$ cat config.mk
export PLATFORM = sky130hd
export DESIGN_NAME = crop_writer
export DESIGN_NICKNAME = d
export VERILOG_FILES = /design/src/rtl/crop_writer.sv
export SDC_FILE = /design/constraint.sdc
export NUM_CORES = 1
export LEC_CHECK = 0
export ABC_AREA = 1
export CORE_MARGIN = 4
export CORE_UTILIZATION = 62
export CTS_BUF_LIST = sky130_fd_sc_hd__clkbuf_4 sky130_fd_sc_hd__clkbuf_8
export DETAILED_ROUTE_END_ITERATION = 6
export PLACE_DENSITY = 0.93
export SYNTH_ARGS = -nofsm -noshare
export SYNTH_HDL_FRONTEND = slang
export SYNTH_SLANG_ARGS = --single-unit
$ cat constraint.sdc
create_clock -name clk -period 6.1 [get_ports clk]
set_clock_uncertainty 0.05 [all_clocks]
set_input_delay 1.22 -clock clk [delete_from_list [all_inputs] [get_ports clk]]
set_output_delay 1.22 -clock clk [all_outputs]
set_load 0.02 [all_outputs]
$ cat src/rtl/crop_writer.sv
// Crop writer: extracts an OUT_ROWS x OUT_COLS window at a programmable origin from a
// raster pixel stream, forwards it over AXI-Stream and tracks the largest forwarded pixel.
module crop_writer #(
    parameter int PIXEL_BIT_WIDTH = 10,
    parameter int IN_ROWS         = 64,
    parameter int IN_COLS         = 64,
    parameter int OUT_ROWS        = 10,
    parameter int OUT_COLS        = 10
) (
    input  logic                         clk,
    input  logic                         reset,
    input  logic                         ap_start,
    output logic                         ap_done,
    output logic                         ap_ready,
    output logic                         ap_idle,
    input  logic [$clog2(IN_ROWS)-1:0]   crop_row0,
    input  logic [$clog2(IN_COLS)-1:0]   crop_col0,
    input  logic                         s_axis_tvalid,
    output logic                         s_axis_tready,
    input  logic [PIXEL_BIT_WIDTH-1:0]   s_axis_tdata,
    input  logic                         s_axis_tuser,
    output logic                         m_axis_tvalid,
    input  logic                         m_axis_tready,
    output logic [PIXEL_BIT_WIDTH-1:0]   m_axis_tdata,
    output logic [PIXEL_BIT_WIDTH-1:0]   norm_max,
    output logic                         sof_err
);

    localparam int RW        = $clog2(IN_ROWS);
    localparam int CW        = $clog2(IN_COLS);
    localparam int OUT_TOTAL = OUT_ROWS * OUT_COLS;
    localparam int NW        = $clog2(OUT_TOTAL + 1);

    localparam logic [RW-1:0] ROW0_MAX   = RW'(IN_ROWS - OUT_ROWS);
    localparam logic [CW-1:0] COL0_MAX   = CW'(IN_COLS - OUT_COLS);
    localparam logic [RW-1:0] ROW_LAST   = RW'(IN_ROWS - 1);
    localparam logic [CW-1:0] COL_LAST   = CW'(IN_COLS - 1);
    localparam logic [RW:0]   OUT_ROWS_W = (RW + 1)'(OUT_ROWS);
    localparam logic [CW:0]   OUT_COLS_W = (CW + 1)'(OUT_COLS);
    localparam logic [NW-1:0] OUT_LAST   = NW'(OUT_TOTAL - 1);

    localparam logic [1:0] S_IDLE     = 2'd0;
    localparam logic [1:0] S_WAIT_SOF = 2'd1;
    localparam logic [1:0] S_STREAM   = 2'd2;
    localparam logic [1:0] S_DRAIN    = 2'd3;

    logic [1:0]                 state_q, state_d;
    logic [RW-1:0]              row0_q, row0_d, row_q, row_d, cur_row;
    logic [CW-1:0]              col0_q, col0_d, col_q, col_d, cur_col;
    logic [NW-1:0]              cnt_q, cnt_d, cnt_base;
    logic [PIXEL_BIT_WIDTH-1:0] tdata_q, tdata_d, max_q, max_d, max_base;
    logic                       tvalid_q, tvalid_d;
    logic                       sof_err_q, sof_err_d;
    logic                       done_q, done_d;
    logic                       streaming, restart, proc_beat, in_win;
    logic                       out_ready, s_ready, step, load;

    // A tuser beat always restarts the raster at (0,0), whether it is the awaited SOF or a stray one.
    assign streaming = (state_q == S_WAIT_SOF) || (state_q == S_STREAM);
    assign restart   = streaming && s_axis_tuser;
    assign proc_beat = (state_q == S_STREAM) || restart;
    assign cur_row   = restart ? '0 : row_q;
    assign cur_col   = restart ? '0 : col_q;
    assign cnt_base  = restart ? '0 : cnt_q;
    assign max_base  = restart ? '0 : max_q;

    assign in_win = proc_beat
                 && (cur_row >= row0_q) && ({1'b0, cur_row} < ({1'b0, row0_q} + OUT_ROWS_W))
                 && (cur_col >= col0_q) && ({1'b0, cur_col} < ({1'b0, col0_q} + OUT_COLS_W));

    // Only window pixels need room in the output register; everything else is swallowed freely.
    assign out_ready = !tvalid_q || m_axis_tready;
    assign s_ready   = streaming && (!in_win || out_ready);
    assign step      = s_axis_tvalid && s_ready && proc_beat;
    assign load      = step && in_win;

    // NOTE: every signal assigned here gets a default first, so no path can infer a latch.
    always_comb begin
        state_d   = state_q;
        row0_d    = row0_q;
        col0_d    = col0_q;
        row_d     = row_q;
        col_d     = col_q;
        cnt_d     = cnt_q;
        max_d     = max_q;
        sof_err_d = sof_err_q;
        done_d    = 1'b0;
        tvalid_d  = tvalid_q;
        tdata_d   = tdata_q;

        if (load) begin
            tvalid_d = 1'b1;
            tdata_d  = s_axis_tdata;
        end else if (m_axis_tready) begin
            tvalid_d = 1'b0;
        end

        case (state_q)
            S_IDLE: begin
                if (ap_start) begin
                    row0_d    = (crop_row0 > ROW0_MAX) ? ROW0_MAX : crop_row0;
                    col0_d    = (crop_col0 > COL0_MAX) ? COL0_MAX : crop_col0;
                    row_d     = '0;
                    col_d     = '0;
                    cnt_d     = '0;
                    max_d     = '0;
                    sof_err_d = 1'b0;
                    state_d   = S_WAIT_SOF;
                end
            end
            S_WAIT_SOF, S_STREAM: begin
                if (step) begin
                    if (state_q == S_STREAM && s_axis_tuser && (row_q != '0 || col_q != '0))
                        sof_err_d = 1'b1;
                    if (cur_col == COL_LAST) begin
                        col_d = '0;
                        row_d = (cur_row == ROW_LAST) ? '0 : cur_row + RW'(1);
                    end else begin
                        col_d = cur_col + CW'(1);
                        row_d = cur_row;
                    end
                    cnt_d   = cnt_base;
                    max_d   = max_base;
                    state_d = S_STREAM;
                    if (load) begin
                        cnt_d = cnt_base + NW'(1);
                        max_d = (s_axis_tdata > max_base) ? s_axis_tdata : max_base;
                        if (cnt_base == OUT_LAST)
                            state_d = S_DRAIN;
                    end
                end
            end
            default: begin
                if (out_ready) begin
                    done_d  = 1'b1;
                    state_d = S_IDLE;
                end
            end
        endcase
    end

    // NOTE: state is updated with non-blocking assignments so all registers see pre-edge values.
    always_ff @(posedge clk) begin
        if (reset) begin
            state_q   <= S_IDLE;
            row0_q    <= '0;
            col0_q    <= '0;
            row_q     <= '0;
            col_q     <= '0;
            cnt_q     <= '0;
            max_q     <= '0;
            sof_err_q <= 1'b0;
            done_q    <= 1'b0;
            tvalid_q  <= 1'b0;
            tdata_q   <= '0;
        end else begin
            state_q   <= state_d;
            row0_q    <= row0_d;
            col0_q    <= col0_d;
            row_q     <= row_d;
            col_q     <= col_d;
            cnt_q     <= cnt_d;
            max_q     <= max_d;
            sof_err_q <= sof_err_d;
            done_q    <= done_d;
            tvalid_q  <= tvalid_d;
            tdata_q   <= tdata_d;
        end
    end

    assign ap_done       = done_q;
    assign ap_ready      = (state_q == S_IDLE);
    assign ap_idle       = (state_q == S_IDLE);
    assign s_axis_tready = s_ready;
    assign m_axis_tvalid = tvalid_q;
    assign m_axis_tdata  = tdata_q;
    assign norm_max      = max_q;
    assign sof_err       = sof_err_q;

endmodule
# Word-level counts from Yosys, hierarchy flattened
# Index checks and enable logic that the tools add are counted.
# op_classes
n_div	0
n_mux	36
shifts	0
n_eq_ne	8
magnitude_cmp	7
multipliers	0
reduce_logical	30
bitwise_logic	0
n_addsub	5
# ops
operator	count
$mux W6	10
$mux W10	5
$mux W7	4
$pmux W6 S2	2
$pmux W10 S2	1
$add A6 B4 Y7 const B	2
$lt A6 B7 Y1	2
$pmux W7 S2	1
$add A6 B1 Y6 const B	2
$eq A6 B6 Y1 const B	2
$ge A6 B6 Y1	2
$gt A6 B6 Y1 const B	2
$reduce_bool A6 Y1	2
$logic_and A1 B1 Y1	11
$gt A10 B10 Y1	1
$mux W1	8
$add A7 B1 Y7 const B	1
$eq A7 B7 Y1 const B	1
$mux W2	3
$ne A2 B2 Y1 const B	3
$reduce_and A3 Y1	2
$logic_or A1 B1 Y1	5
$pmux W2 S2	1
$reduce_and A4 Y1	1
10 further kinds	12
# totals
ram_bits	0
latch_bits	0
wordCells	97
reg_bits	56
out_inout_bits	26
n_memories	0
romBits	0
in_bits	28

# Depth between registers and ports, before layout
# depth
ltp_word	18
depth_mapped	23
depth_no_buf	21

# Least setup slack after synthesis
# No wires, ideal clock.
# synth_timing
path_type	input -> output
start	in s_axis_tuser
end	out s_axis_tready
required_ns	4.830
t_arrival_ns	2.943
cell_stages	16
path_slack_ns	1.887
cell_sequence	nand2_4 > inv_2 > buf_1 > nor2_1 > ha_1 > inv_1 > nand3b_1 > nand2_1 > nand2_1 > nand3_1 > a21oi_2 > nand3_2 > nor2_4 > nand2_2 > nand2_1 > inv_1
# synth_between
elab_chain_cells	10
word_cells_on_any_way	15
cone_classes	order compare (4); mux (2); reduce/logical (9)
# synth_rtl
item	line	text
start: declaration	21	input logic s_axis_tuser,
$logic_and A1 B1 Y1 (*)	60	assign restart = streaming && s_axis_tuser;
$mux W6	62	assign cur_row = restart ? '0 : row_q;
$ge A6 B6 Y1	68	&& (cur_row >= row0_q) && ({1'b0, cur_row} < ({1'b0, row0_q} + OUT_ROWS_W))
$logic_and A1 B1 Y1 (2 in a row)	68	
$logic_and A1 B1 Y1	69	&& (cur_col >= col0_q) && ({1'b0, cur_col} < ({1'b0, col0_q} + OUT_COLS_W));
$logic_and A1 B1 Y1 (*)	69	
$logic_not A1 Y1 (*)	73	assign s_ready = streaming && (!in_win || out_ready);
$logic_or A1 B1 Y1 (*)	73	
$logic_and A1 B1 Y1 (*)	73	
end: declaration	19	output logic s_axis_tready,
# Every way passes the cells marked *; elsewhere a longest branch is shown, timed or not.

# Worst setup path after layout
# Ends and elaborated chain as after synthesis.

==> out/results.txt <==
CTS Hold Bufs - 0
Antenna diodes - 0
fraction of layout cells with a size suffix above 1 - 7.29%
cells after synthesis - 577
Seq cells post-synth - 56
setup violators final - 0
kind of critical path - in -> out
CP required - 4.83 ns
Post-Syn Area - 3920 sq um
Num CTS Buffers - 5
total power - 1.01 mW
Worst R2R Path Depth - 18
Hold Startpoint - cnt_q[1]
routed wire length - 9820 um
Util after Layout - 74.9%
GPL Wtd Cong - 0.892
fin nets - 682
crit path max fanout - 19
total I/O pin count - 54
Synth Net Count - 643
CTS resizes - 0
num rows - 28
Synth Flop Type - dfxtp_1
vias per inst - 5.73
H-tree depth - 2
CTS clk-pin slew, worst paths - 0.11 ns
synth warn - 0
pwr dens - 224 nW/um^2
largest net degree at the start of global routing - 46
Iter 0 DRT Violations - 276
R2R Setup Slk - 1.93 ns
Die X-Extent - 87.5 um
RSZ-0062 raised after global routing - no
Fill cells - 479
Max-Cap Viols - 0
most common cell after layout, fill and taps aside - nand2_1
final hold violations - 0
DIE HEIGHT - 87.5 um
Final ANT Viol Nets - 0
Avg Cell Area, Syn - 6.79 sq um
Hold Path Depth - 2
grt total ovfl - 0
Worst R2R End - col_q[2]
latest clock arrival within the worst-skew pair - 0.32 ns
Layout area overhead - 15.2%
drt pass-1 iters - 5
relative slew slack - 37.8%
worst r2r src - state_q[1]
GR Util All Layers - 26.9%
CP arrival - 4.18 ns
Unique masters post-synth - 40
DRC - 0
Core Area - 6030 sq um
via count - 3966
final cycle utilization of the critical path - 89.3%
slowest CP cell - clkdlybuf4s50_1
VDD IR max - 155 uV
setup bufs post-CTS - 0
initial antenna violation count - 0
post-route setup TNS - 0 ns
CTS tree - yes
fin. max-slew vios - 0
CTS root buf - clkbuf_8
Post-synth ARST share - 0%
Post-synth EDFFs - 0
post-route minimum period - 5.45 ns
status - finished, final reports clean
Hold Crit Class - reg -> reg
Routed WL per cell - 14.2 um
Clock Path Buffers - 2
HPWL after DPL - 7200 um
Worst Setup Start Kind - input pin
fmax - 0.184 GHz
Lkg Pwr - 1.85 nW
initial cell density of the core - 65.0%
first-pass GRT wire length - 16900 um
Hold Path End - cnt_q[1]
Crit. End Element - primary output
Worst Tran Pin Value - 0.933 ns
Setup crit start - s_axis_tuser
most frequent cells in the layout - nand2_1, inv_1, nor2_1
vias in the first global route - 3963
TritonCTS Sinks - 56
Die Area - 7650 sq um
Cell Chain, Critical Path - clkdlybuf4s50_1, nand2_4, inv_2, nor2_1, ha_1, o21bai_1, a21oi_1, nor3_1, nor2_1, nand3_2, nor2_4, nand2_2, nand2_1, inv_1, clkdlybuf4s50_1
CP peak stage delay - 0.53 ns
I/O Buffers - 53
sequential-to-total area share from yosys stat - 28.6%
registers in the layout, indices dropped and copies added (netlist names):
| signal | flops |
|---|---|
| norm_max | 10 |
| row_q | 6 |
| col0_q | 6 |
| ap_done | 1 |
| cnt_q | 7 |
| row0_q | 6 |
| m_axis_tvalid | 1 |
| col_q | 6 |
| m_axis_tdata | 10 |
| sof_err | 1 |
| state_q | 2 |
critical path: cells and delay by family:
kind | cells | cell delay [ns]
buffers and inverters | 4 | 1.44
AND/OR/NAND/NOR | 8 | 0.90
adder cells (fa/ha/maj) | 1 | 0.34
AO/OA/AOI/OAI | 2 | 0.28
cells in the mapped netlist, drive strengths merged (4+ instances only):
cell    count  area [sq um]
nor3       10          50.1
a221oi      4          35.0
nand3      36           195
nor2       81           317
inv        82           308
xor2        5          43.8
buf        10          80.1
o21bai      4          30.0
a211oi      4          30.0
dfxtp      56          1120
o21ai      33           169
a21oi      63           357
clkbuf     12          45.0
ha         38           475
nand4       9          71.3
nand2     111           444
per-stage QoR:
stage	worst slack, ns	instance area [sq um]	instances	hold WS (ns)
CTS	0.668	4510	692	0.425
floorplan	1.89	3920	577	0.390
finish	0.652	4510	692	0.423
detailed placement	0.675	4420	684	0.407
global placement	0.718	4420	684	0.399
global route	0.440	4510	692	0.442
cell type report:
cell class | count | area [sq um] | area share [%]
Clock buffer | 5 | 68.8 | 1.53
Timing Repair Buffer | 54 | 533 | 11.8
Tap cell | 75 | 93.8 | 2.08
Sequential cell | 56 | 1120 | 24.8
Inverter | 84 | 315 | 6.99
Clock inverter | 3 | 25.0 | 0.555
Multi-Input combinational cell | 415 | 2350 | 52.2
worst max-delay path by stage:
stage | end | slack (ns) | cells past startpoint
CTS | s_axis_tready | 0.67 | 16
global route | s_axis_tready | 0.44 | 16
detailed placement | s_axis_tready | 0.68 | 16
floorplan | s_axis_tready | 1.89 | 16
finish | s_axis_tready | 0.65 | 15
global placement | s_axis_tready | 0.72 | 16
report_power, final:
| group | total, mW | switching (mW) | internal, mW |
|---|---|---|---|
| Clock | 0.220 | 0.136 | 0.0842 |
| Combinational | 0.375 | 0.239 | 0.136 |
| Sequential | 0.417 | 0.0242 | 0.393 |
kinds of logic after synthesis:
family | count (synthesis) | synth area share (%)
and+or+nand+nor | 253 | 28.6
AOI/OAI and AO/OA | 117 | 17.9
buffers and inverters | 106 | 11.2
DFF | 56 | 28.6
adders and majority gates | 38 | 12.1
xor gates and xnor gates | 7 | 1.57
layer usage:
metal	share of wire [%]	GRT usage (%)	vias to the layer above
li1	-	-	1975
met1	43	31.6	1838
met2	50	49.2	137
met3	5.1	4.07	16
met4	1.9	9.62	0
met5	0	0	-
No activity file was read; power rests on OpenSTA's default activity.
